[config.mk]
export PLATFORM = sky130hd
export DESIGN_NAME = restoring_divider
export DESIGN_NICKNAME = d
export VERILOG_FILES = /design/src/rtl/div_pkg.sv /design/src/rtl/borrow_subtractor.sv /design/src/rtl/full_adder.sv /design/src/rtl/restoring_divider.sv
export SDC_FILE = /design/constraint.sdc
export NUM_CORES = 1
export LEC_CHECK = 0
export ABC_AREA = 1
export ABC_CLOCK_PERIOD_IN_PS = 2900
export CORE_MARGIN = 2
export CORE_UTILIZATION = 40
export CTS_CLUSTER_DIAMETER = 30
export DETAILED_ROUTE_END_ITERATION = 16
export PLACE_DENSITY = 0.68
export SYNTH_ARGS = -nofsm -noshare
export SYNTH_HDL_FRONTEND = slang
export SYNTH_SLANG_ARGS = --single-unit
[constraint.sdc]
create_clock -name Clk -period 2.9 [get_ports Clk]
set_input_delay 0.58 -clock Clk [delete_from_list [all_inputs] [get_ports Clk]]
set_output_delay 0.58 -clock Clk [all_outputs]
set_load 0.1 [all_outputs]
[src/rtl/div_pkg.sv]
// Shared definitions for the restoring divider datapath.
package div_pkg;

   // Controller states; encodings are shared with neighbouring datapath blocks.
   typedef enum logic [1:0] {
      IDLE = 2'd0,
      RUN  = 2'd1,
      DONE = 2'd2
   } div_state_e;

endpackage : div_pkg

[src/rtl/borrow_subtractor.sv]
// Combinational subtractor: diff = minuend - subtrahend, built as
// minuend + ~subtrahend + 1 on a full_adder ripple chain. A missing final
// carry means the subtraction borrowed (subtrahend > minuend).
module borrow_subtractor #(
   parameter int WIDTH = 5
) (
   input  logic [WIDTH-1:0] minuend_i,
   input  logic [WIDTH-1:0] subtrahend_i,
   output logic [WIDTH-1:0] diff_o,
   output logic             borrow_o
);

   logic [WIDTH:0] carry;

   assign carry[0] = 1'b1;

   for (genvar i = 0; i < WIDTH; i++) begin : g_chain
      full_adder u_fa (
         .a_i (minuend_i[i]),
         .b_i (~subtrahend_i[i]),
         .c_i (carry[i]),
         .s_o (diff_o[i]),
         .c_o (carry[i+1])
      );
   end

   assign borrow_o = ~carry[WIDTH];

endmodule : borrow_subtractor

[src/rtl/full_adder.sv]
// Single-bit full adder cell, shared with the ripple carry adder.
module full_adder (
   input  logic a_i,
   input  logic b_i,
   input  logic c_i,
   output logic s_o,
   output logic c_o
);

   assign s_o = a_i ^ b_i ^ c_i;
   assign c_o = (a_i & b_i) | (c_i & (a_i ^ b_i));

endmodule : full_adder

[src/rtl/restoring_divider.sv]
// Multi-cycle unsigned radix-2 restoring divider with a Start/Done handshake.
//
//   state | meaning
//   ------+--------------------------------------------------------------
//   IDLE  | waiting for Start; results hold their last values
//   RUN   | one shift / trial subtraction per clock, WIDTH steps in total
//   DONE  | single-cycle Done pulse; Start here chains the next operation
//
// A zero divisor skips RUN and goes straight to DONE with an all-ones
// quotient, the dividend as remainder and DivByZero set.
module restoring_divider
   import div_pkg::*;
#(
   parameter int WIDTH = 4
) (
   input  logic             Clk,
   input  logic             Rst,
   input  logic             Start,
   input  logic [WIDTH-1:0] Dividend,
   input  logic [WIDTH-1:0] Divisor,
   output logic             Busy,
   output logic             Done,
   output logic [WIDTH-1:0] Quotient,
   output logic [WIDTH-1:0] Remainder,
   output logic             DivByZero
);

   localparam int CW = $clog2(WIDTH + 1);
   localparam logic [CW-1:0] CNT_INIT = CW'(WIDTH);
   localparam logic [CW-1:0] CNT_LAST = CW'(1);

   div_state_e       state_q, state_d;
   logic [WIDTH-1:0] d_q, d_d;
   logic [WIDTH-1:0] q_q, q_d;
   logic [WIDTH-1:0] r_q, r_d;
   logic [CW-1:0]    cnt_q, cnt_d;
   logic [WIDTH-1:0] quot_q, quot_d;
   logic [WIDTH-1:0] rem_q, rem_d;
   logic             dbz_q, dbz_d;

   logic [WIDTH:0]   trial;
   logic [WIDTH:0]   diff;
   logic             borrow;
   logic [WIDTH-1:0] q_step;
   logic [WIDTH-1:0] r_step;
   logic             unused_diff_msb;

   // Partial remainder shifted left with the next dividend bit brought in.
   assign trial = {r_q, q_q[WIDTH-1]};

   borrow_subtractor #(
      .WIDTH (WIDTH + 1)
   ) u_sub (
      .minuend_i    (trial),
      .subtrahend_i ({1'b0, d_q}),
      .diff_o       (diff),
      .borrow_o     (borrow)
   );

   // On success the difference is below the divisor, so its top bit is
   // always zero and the remainder fits in WIDTH bits.
   assign unused_diff_msb = diff[WIDTH];

   assign q_step = {q_q[WIDTH-2:0], ~borrow};
   assign r_step = borrow ? trial[WIDTH-1:0] : diff[WIDTH-1:0];

   // State, datapath and result registers; reset clears everything.
   always_ff @(posedge Clk) begin
      if (Rst) begin
         state_q <= IDLE;
         d_q     <= '0;
         q_q     <= '0;
         r_q     <= '0;
         cnt_q   <= '0;
         quot_q  <= '0;
         rem_q   <= '0;
         dbz_q   <= 1'b0;
      end else begin
         state_q <= state_d;
         d_q     <= d_d;
         q_q     <= q_d;
         r_q     <= r_d;
         cnt_q   <= cnt_d;
         quot_q  <= quot_d;
         rem_q   <= rem_d;
         dbz_q   <= dbz_d;
      end
   end

   // Next-state, datapath step and handshake outputs.
   always_comb begin
      state_d = state_q;
      d_d     = d_q;
      q_d     = q_q;
      r_d     = r_q;
      cnt_d   = cnt_q;
      quot_d  = quot_q;
      rem_d   = rem_q;
      dbz_d   = dbz_q;
      Busy    = 1'b0;
      Done    = 1'b0;

      case (state_q)
         IDLE, DONE: begin
            Done = (state_q == DONE);
            if (Start) begin
               if (Divisor != '0) begin
                  d_d     = Divisor;
                  q_d     = Dividend;
                  r_d     = '0;
                  cnt_d   = CNT_INIT;
                  state_d = RUN;
               end else begin
                  quot_d  = '1;
                  rem_d   = Dividend;
                  dbz_d   = 1'b1;
                  state_d = DONE;
               end
            end else begin
               state_d = IDLE;
            end
         end

         RUN: begin
            Busy  = 1'b1;
            q_d   = q_step;
            r_d   = r_step;
            cnt_d = cnt_q - CNT_LAST;
            if (cnt_q == CNT_LAST) begin
               quot_d  = q_step;
               rem_d   = r_step;
               dbz_d   = 1'b0;
               state_d = DONE;
            end
         end

         default: begin
            state_d = IDLE;
         end
      endcase
   end

   assign Quotient  = quot_q;
   assign Remainder = rem_q;
   assign DivByZero = dbz_q;

endmodule : restoring_divider
== Word level (Yosys, flattened, before mapping) ==
Index checks and enable logic that the tools add are counted.

* Add/sub/neg operators: 1
* Eq/ne operators: 7
* Muxes and demuxes: 28
* Bitwise logic cells: 26
* Reduce and logical (&&, ||, !) cells: 7

{| class="wikitable"
|+ Operators by type and width
! cell !! number
|-
| $mux W4 || 11
|-
| $pmux W4 S2 || 4
|-
| $and A1 B1 Y1 || 8
|-
| $ne A2 B2 Y1 const B || 4
|-
| $xor A1 B1 Y1 || 7
|-
| $mux W2 || 3
|-
| $mux W3 || 2
|-
| $not A1 Y1 || 6
|-
| $pmux W3 S2 || 1
|-
| $reduce_and A3 Y1 || 2
|-
| $mux W1 || 5
|-
| $or A1 B1 Y1 || 5
|-
| $pmux W2 S2 || 1
|-
| $reduce_and A4 Y1 || 1
|-
| $reduce_bool A4 Y1 || 1
|-
| $eq A3 B1 Y1 const B || 1
|-
| $sub A3 B1 Y3 const B || 1
|-
| $eq A2 B1 Y1 const B || 1
|-
| $eq A2 B2 Y1 const B || 1
|-
| $logic_not A2 Y1 || 1
|-
| $pmux W1 S2 || 1
|-
| $reduce_bool A2 Y1 || 1
|-
| $reduce_or A2 Y1 || 1
|}

* Register bits: 26
* Input bits: 11
* Output and inout bits: 11
* Word-level logic and storage cells: 77

== Depth between registers and ports, before layout ==
Gate-level depths: netlist (run 1).

* Word-level depth: 14
* Mapped depth: 11
* Mapped depth without buffers: 11

== Hierarchy ==
Synthesis (run 1) repeated with hierarchy kept, for this count alone.

* Cells, all modules: 184
* Area, all modules: 1,307.5 um^2

{| class="wikitable"
|+ Modules (own cells, without submodules)
! module !! instances !! cells each !! area an instance (um^2) !! seq. area each (um^2)
|-
| restoring_divider || 1 || 172 || 1,181.1 || 520.5
|-
| full_adder || 5 || 1 || 20.0 || 0.0
|-
| borrow_subtractor || 1 || 7 || 26.3 || 0.0
|}

== Worst setup path before layout (run 1) ==
No wires, ideal clock.

* Kind: reg-to-reg
* Start point: register q_q[3]
* End point: register r_q[2]
* Setup time: 0.067 ns
* Data arrival time: 2.339 ns
* Required time: 2.833 ns
* Path slack: 0.493 ns
* Cell stages (with the launch flop): 10
* Path buffers: 0
* Period minus slack after synthesis: 2.407 ns
* Path through: dfxtp_1 -> inv_1 -> ha_1 -> fa_1 -> fa_1 -> fa_1 -> nand2_1 -> nand3b_1 -> and2_1 -> a21oi_2

* Word-level cells in the longest chain between the ends: 12
* Elaborated cells between the ends (all ways): 14
* Those cells by class: mux: 2; bitwise: 12

{| class="wikitable"
|+ RTL lines
! element !! line !! text
|-
| start: declaration || restoring_divider.sv:34 || <nowiki>logic [WIDTH-1:0] q_q, q_d;</nowiki>
|-
| start signal: assignment || restoring_divider.sv:81 || <nowiki>q_q <= q_d;</nowiki>
|-
| $and A1 B1 Y1 or $xor A1 B1 Y1 (tied branches) || full_adder.sv:11 || <nowiki>assign c_o = (a_i & b_i) | (c_i & (a_i ^ b_i));</nowiki>
|-
| $or A1 B1 Y1 * || full_adder.sv:11 ||
|-
| $and A1 B1 Y1 * || full_adder.sv:11 ||
|-
| $or A1 B1 Y1 * || full_adder.sv:11 ||
|-
| $and A1 B1 Y1 || full_adder.sv:11 ||
|-
| $or A1 B1 Y1 || full_adder.sv:11 ||
|-
| $and A1 B1 Y1 || full_adder.sv:11 ||
|-
| $or A1 B1 Y1 || full_adder.sv:11 ||
|-
| $and A1 B1 Y1 || full_adder.sv:11 ||
|-
| $or A1 B1 Y1 || full_adder.sv:11 ||
|-
| $mux W4 * || restoring_divider.sv:65 || <nowiki>assign r_step = borrow ? trial[WIDTH-1:0] : diff[WIDTH-1:0];</nowiki>
|-
| $pmux W4 S2 * || restoring_divider.sv:103 || <nowiki>case (state_q)</nowiki>
|-
| end signal: assignment || restoring_divider.sv:82 || <nowiki>r_q <= r_d;</nowiki>
|-
| end: declaration || restoring_divider.sv:35 || <nowiki>logic [WIDTH-1:0] r_q, r_d;</nowiki>
|}

Every way passes the cells marked *; elsewhere a longest branch is shown, timed or not.
A chain may end at the register's enable or synchronous reset.

== Final worst setup path (run 1) ==
* Start point: register q_q[3]
* End point: register r_q[1]

* Word-level cells in the longest chain between the ends: 12
* Elaborated cells between the ends (all ways): 14
* Those cells by class: mux: 2; bitwise: 12

{| class="wikitable"
|+ RTL lines
! element !! line
|-
| $and A1 B1 Y1 or $xor A1 B1 Y1 (tied branches) || full_adder.sv:11
|-
| $or A1 B1 Y1 * || full_adder.sv:11
|-
| $and A1 B1 Y1 || full_adder.sv:11
|-
| $or A1 B1 Y1 || full_adder.sv:11
|-
| $and A1 B1 Y1 || full_adder.sv:11
|-
| $or A1 B1 Y1 || full_adder.sv:11
|-
| $and A1 B1 Y1 || full_adder.sv:11
|-
| $or A1 B1 Y1 || full_adder.sv:11
|-
| $and A1 B1 Y1 || full_adder.sv:11
|-
| $or A1 B1 Y1 || full_adder.sv:11
|-
| $mux W4 * || restoring_divider.sv:65
|-
| $pmux W4 S2 * || restoring_divider.sv:103
|}

Marked as above.

==> results.tsv, run 1 <==
stage	metric	value	unit
sta	Slew HR	0.731	
floorplanning	core area	3080	µm²
synthesis	Seq/Total Area, Yosys	0.400	
synthesis	Synth top cells by count	nand2_1 (45), dfxtp_1 (26), inv_1 (24), nor2_1 (21), a21oi_1 (16)	
power	Cell Pwr Density	578	nW/µm²
floorplanning	Die Y	61.1	µm
cells_and_area	final std cells w/o fill	244	
floorplanning	starting density of the core	0.423	
cells_and_area	final instance area	1540	µm²
synthesis	adder-cell share of the synthesized area	0.0749	
cells_and_area	final core occ	0.501	
power	Sw Share	0.382	
worst_setup_path	crit path cell chain	inv_1, ha_1, fa_1, fa_1, fa_1, nand2_1, nand3b_1, and2_0, a21oi_1	
route	DR pass1 iterations	4	
route	post-route antenna net violation count	0	
cells_and_area	Fillers	326	
cells_and_area	Area Growth Syn to Fin	18.3	%
sta	Final Hold Viols	0	
worst_setup_path	critical path's slowest cell	fa_1	
worst_hold_path	Hold WC Path Type	flop to flop	
cts	CTS max path bufs	2	
route	WL final	2750	µm
place	global placement routability congestion	0.822	
cells_and_area	flip-flop and latch area	520	µm²
place	IO Port Bufs	21	
floorplanning	io pins	22	
place	Place WS	0.297	ns
route	via count	1148	
worst_setup_path	crit-path max cell delay	0.42	ns
worst_setup_path	Stages on worst setup path	9	
synthesis	Syn Inst Count	180	
cells_and_area	antenna diode count	0	
cells_and_area	nets	218	
floorplanning	DIE AREA	3730	µm²
power	Clock power frac	0.207	
synthesis	syn_nets	197	
sta	Post-Route Skew	0.000879	ns
floorplanning	chip width	61.1	µm
global_route	initial antenna violation count	0	
synthesis	Post-synth ARST share	0	
worst_setup_path	reg2reg start	q_q[3]	
power	Comb power frac	0.333	
global_route	vias in the first global route	1045	
power	leakage power	0.670	nW
worst_setup_path	FF-to-FF path depth	9	
synthesis	Compound-Gate Fraction of Synth Area	0.104	
route	DR vias/cell	4.70	
power	Peak VDD IR	0.270	mV
worst_setup_path	Critical Path Source	q_q[3]	
cts	cts repair resizes	0	
cts	clock slew at reported path FFs	0.14	ns
synthesis	top cell type by total area after synthesis	dfxtp_1	
worst_setup_path	data required time of the worst path	3.16	ns
synthesis	flops & latches, synth	26	
worst_setup_path	critical path class	flop to flop	
sta	Slew Viols, Final	0	
sta	Fmax	382	MHz
cts	CTS tree	built	
sta	minimum clock period	2.62	ns
synthesis	synthesized area per cell	7.24	µm²
global_route	total gr overflow	0	
cells_and_area	share of cells above drive strength 1	0.115	
synthesis	Syn Std Cell Area	1300	µm²
worst_hold_path	worst hold stages	2	
synthesis	multiplexer area fraction after synthesis	0	
synthesis	EDFF count, synth	0	
cts	worst-skew pair later-pin latency	0.32	ns
run_status	status	finished clean	
synthesis	Synth area leaders	dfxtp_1 (40%), nand2_1 (13%), inv_1 (6.9%), a21oi_1 (6.1%), nor2_1 (6.1%)	
route	Starting DRT DRC Count	29	
synthesis	simple-gate share of the synthesized area	0.317	
flow_run	number of max-cap violations	0	
worst_setup_path	critical path fanouts, max	7	
cts	clock sink total	26	
cells_and_area	Multi-input gate area	646	µm²
worst_setup_path	CP startpoint kind	flop	
global_route	GRT Overall Usage	0.160	
sta	setup tns final	0	ns
cts	Post-CTS Setup Bufs	0	
synthesis	Synth Area in XOR/XNOR	0	
sta	Least-Margin Pin Slew	0.402	ns
place	dpl cells	240	
place	HPWL after DPL	2160	µm
sta	Final Setup Violations	0	
power	sw power	0.000341	W
cts	Clk Tree Root Cell	clkbuf_4	
worst_setup_path	Top Family by Delay on Critical Path	adder cells	
synthesis	largest family of logic cells by synthesized area	simple AND/OR/NAND/NOR gates	
route	DR WL/cell	11.3	µm
cts	H-tree depth	1	
cts	Num CTS Buffers	3	
worst_setup_path	crit path capture type	flop	
worst_setup_path	cell repeated most along the worst path	fa_1	
global_route	largest net degree at the start of global routing	15	
synthesis	Synth top area share	0.400	
synthesis	Top FF cell, synth	dfxtp_1	
global_route	first-pass GRT wire length	4430	µm
worst_hold_path	start point of the worst hold path	Quotient[1]	
power	cell internal pwr	0.000551	W
place	Post-DP Area	1510	µm²
sta	final setup margin	0.281	ns
sta	period utilization	0.903	
floorplanning	FP Rows	20	
worst_setup_path	crit path DAT	2.88	ns
power	Flop pwr share	0.460	
worst_setup_path	Critical path buffers and inverters	1	
synthesis	warnings from Yosys	0	
cts	Post-CTS Hold Buffers	0	
sta	RSZ-0062 raised after global routing	no	
synthesis	count of cell types in the netlist	25	
synthesis	most frequent cell after synthesis	nand2_1	
route	DRC	0	
==> registers in the layout (all words and copies together), names as in the netlist <==
register   count
Quotient       4
r_q            4
d_q            4
state_q        2
DivByZero      1
Remainder      4
cnt_q          3
q_q            4
==> cell families (layout without fill, tap and decap cells) <==
logic type                 after synthesis  count (layout)
buffers and inverters                   31              51
AOI/OAI and AO/OA                       26              26
adders and majority gates                6               6
and+or+nand+nor                         91              91
DFF                                     26              26
==> worst register-to-register path, cell delays in order (launching register included) <==
cell,delay (ns)
dfxtp_1,0.36
inv_1,0.06
ha_1,0.19
fa_1,0.41
fa_1,0.42
fa_1,0.40
nand2_1,0.25
nand3b_1,0.15
and2_0,0.18
a21oi_1,0.15
==> metal layers <==
metal,share of wire,vias to the layer above,track usage
met5,0,-,0
met1,0.48,522,0.211
met2,0.48,19,0.263
met3,0.032,5,0.0252
met4,0.015,0,0.0652
li1,-,602,-
==> metrics by stage <==
step           hold WS, ns  power (W)
2_1_floorplan        0.439   0.000652
3_3_place_gp         0.437   0.000709
3_5_place_dp         0.440   0.000716
4_1_cts              0.460   0.000901
5_1_grt              0.479   0.000933
6_report             0.456   0.000892
==> power by group through the flow <==
| stage | Sequential (W) | Clock, W | Combinational (W) |
|---|---|---|---|
| finish | 0.000410 | 0.000185 | 0.000297 |
| global placement | 0.000417 | 0 | 0.000292 |
| CTS | 0.000410 | 0.000192 | 0.000299 |
| detailed placement | 0.000418 | 0 | 0.000298 |
| global route | 0.000414 | 0.000196 | 0.000323 |
| floorplan | 0.000504 | 0 | 0.000148 |
==> cell type report <==
cell class	count	area share
Clock buffer	4	0.0235
Multi-Input combinational cell	123	0.419
Sequential cell	26	0.338
Inverter	25	0.0609
Timing Repair Buffer	22	0.123
Tap cell	44	0.0357
==> placed cells by master (no fill, tap or decap), drive strengths merged, types with 3 or more instances in the layout <==
master,instances
inv,25
fa,3
buf,12
nand4,4
clkbuf,4
and2,4
dfxtp,26
o21ai,8
nor2,23
a21oi,17
nand3b,4
nand3,9
clkdlybuf4s50,10
ha,3
nand2,46
==> path summary, 6_finish.rpt <==
check	end	slack, ns
worst max-delay path	r_q[1]	0.28
worst min register to register	Quotient[1]	0.46
worst max register to register	r_q[1]	0.28
worst min-delay path	Quotient[1]	0.46
Note: power is estimated with default switching activity, not from simulation.
==> run 2: changes to the inputs <==
ABC_CLOCK_PERIOD_IN_PS = default   (was 2900)
GPL_TIMING_DRIVEN = 0   (was default)
==> run 2 against run 1 <==
Power is 2.2% lower. First-iteration DRC count rose by 41%. Clock-buffer cell count fell by 1. Register-to-register slack got worse by 0.05 ns. Die area stayed put. Critical path depth unchanged. Largest cell class unchanged. Highest routed layer unchanged.
==> results.tsv, run 2 (synthesized netlist as in run 1, its figures left out) <==
stage	metric	value	unit
run_status	status	finished clean	
global_route	total gr overflow	0	
place	Post-DP Area	1570	µm²
sta	Slew HR	0.357	
worst_setup_path	Critical path buffers and inverters	1	
power	leakage power	0.676	nW
cts	CTS max path bufs	2	
floorplanning	io pins	22	
worst_setup_path	critical path class	flop to flop	
floorplanning	DIE AREA	3730	µm²
sta	setup tns final	0	ns
power	Cell Pwr Density	548	nW/µm²
route	Starting DRT DRC Count	41	
cells_and_area	antenna diode count	0	
worst_setup_path	cell repeated most along the worst path	fa_1	
flow_run	number of max-cap violations	0	
cells_and_area	final instance area	1590	µm²
cts	CTS tree	built	
place	global placement routability congestion	0.772	
cells_and_area	nets	223	
worst_setup_path	crit-path max cell delay	0.43	ns
worst_setup_path	CP startpoint kind	flop	
place	IO Port Bufs	21	
cts	clock slew at reported path FFs	0.13	ns
worst_setup_path	crit path DAT	2.93	ns
route	WL final	2720	µm
place	Place WS	0.268	ns
global_route	largest net degree at the start of global routing	14	
sta	Least-Margin Pin Slew	0.961	ns
sta	minimum clock period	2.67	ns
route	DRC	0	
cts	worst-skew pair later-pin latency	0.32	ns
sta	Final Hold Viols	0	
floorplanning	core area	3080	µm²
worst_setup_path	data required time of the worst path	3.16	ns
sta	Fmax	374	MHz
global_route	GRT Overall Usage	0.171	
cells_and_area	Area Growth Syn to Fin	22.3	%
worst_setup_path	critical path fanouts, max	7	
cts	Post-CTS Setup Bufs	0	
floorplanning	Die Y	61.1	µm
cells_and_area	most frequent cells in the layout	nand2_1 (45), dfxtp_1 (26), inv_1 (24), nor2_1 (21), clkdlybuf4s50_1 (20)	
cells_and_area	share of cells above drive strength 1	0.0686	
cts	H-tree depth	1	
route	via count	1174	
worst_setup_path	critical path's slowest cell	fa_1	
worst_setup_path	crit path cell chain	inv_1, ha_1, fa_1, fa_1, fa_1, nand2_1, nand3b_1, and2_0, a21oi_1	
sta	Post-Route Skew	0.00128	ns
place	HPWL after DPL	2140	µm
worst_setup_path	Top Family by Delay on Critical Path	adder cells	
cts	clock sink total	26	
worst_setup_path	crit path capture type	flop	
floorplanning	FP Rows	20	
sta	period utilization	0.921	
sta	final setup margin	0.229	ns
power	Peak VDD IR	0.192	mV
sta	Slew Viols, Final	0	
route	DR vias/cell	4.73	
global_route	first-pass GRT wire length	4710	µm
cts	Num CTS Buffers	3	
cts	Clk Tree Root Cell	clkbuf_4	
cts	Post-CTS Hold Buffers	0	
cells_and_area	final core occ	0.517	
route	DR pass1 iterations	4	
route	post-route antenna net violation count	0	
sta	Final Setup Violations	0	
sta	RSZ-0062 raised after global routing	no	
global_route	vias in the first global route	1106	
floorplanning	starting density of the core	0.423	
cells_and_area	commonest non-fill, non-tap cell in the layout	nand2_1	
route	DR WL/cell	11.0	µm
floorplanning	chip width	61.1	µm
worst_hold_path	Hold WC Path Type	flop to flop	
global_route	initial antenna violation count	0	
## run 2: cell types whose count changed in the layout (fill, tap and decap cells not counted)
cell and delta:
buf_6 +2, clkbuf_8 -1, clkdlybuf4s50_1 +10, dlymetal6s2s_1 +1, clkbuf_1 +2, buf_4 -11, buf_2 +1
## run 2: metal layers
metal  share of wire  up-vias  global-route usage
li1                -      614                   -
met1            0.45      533               0.221
met2            0.50       23               0.293
met3           0.039        4              0.0252
met4           0.011        0              0.0559
met5               0        -                   0
## run 2: through the flow
| stage | std cells | hold slack, ns | power, W |
|---|---|---|---|
| 5_1_grt | 248 | 0.477 | 0.000928 |
| 3_5_place_dp | 245 | 0.440 | 0.000731 |
| 2_1_floorplan | 180 | 0.439 | 0.000652 |
| 6_report | 248 | 0.455 | 0.000872 |
| 3_3_place_gp | 245 | 0.434 | 0.000723 |
| 4_1_cts | 248 | 0.459 | 0.000877 |
## run 2: power breakdown
part	switching (W)	internal [W]	total, W
clock	0.000103	0.0000487	0.000152
sequential	0.0000184	0.000390	0.000408
combinational	0.000215	0.0000969	0.000312
## run 2: area by class of cell
cell class / instances / area, µm²
fillers: 323 / 1490
plain buffers: 6 / 42.5
well taps: 44 / 55.1
clock buffers: 3 / 22.5
multi-input cells: 123 / 646
inverters: 25 / 93.8
flip-flops and latches: 26 / 520
repair buffers: 21 / 213
## run 2: repair_timing
action / in CTS / in global routing
hold endpoints to repair: 0 / 0
endpoints found under the setup margin: 0 / 1
gates resized for setup: 0 / 1
## run 2: final timing paths
kind / endpoint / from / slack (ns) / cells after the start
setup reg to reg: r_q[1] / q_q[3] / 0.23 / 9
hold reg to reg: Quotient[0] / Quotient[0] / 0.46 / 2
setup / recovery: r_q[1] / q_q[3] / 0.23 / 9
hold / removal: Quotient[0] / Quotient[0] / 0.46 / 2
## run 2: worst reg2reg max path: stages (launching register included)
cell,delay [ns]
dfxtp_1,0.36
inv_1,0.06
ha_1,0.19
fa_1,0.43
fa_1,0.43
fa_1,0.39
nand2_1,0.26
nand3b_1,0.16
and2_0,0.19
a21oi_1,0.14
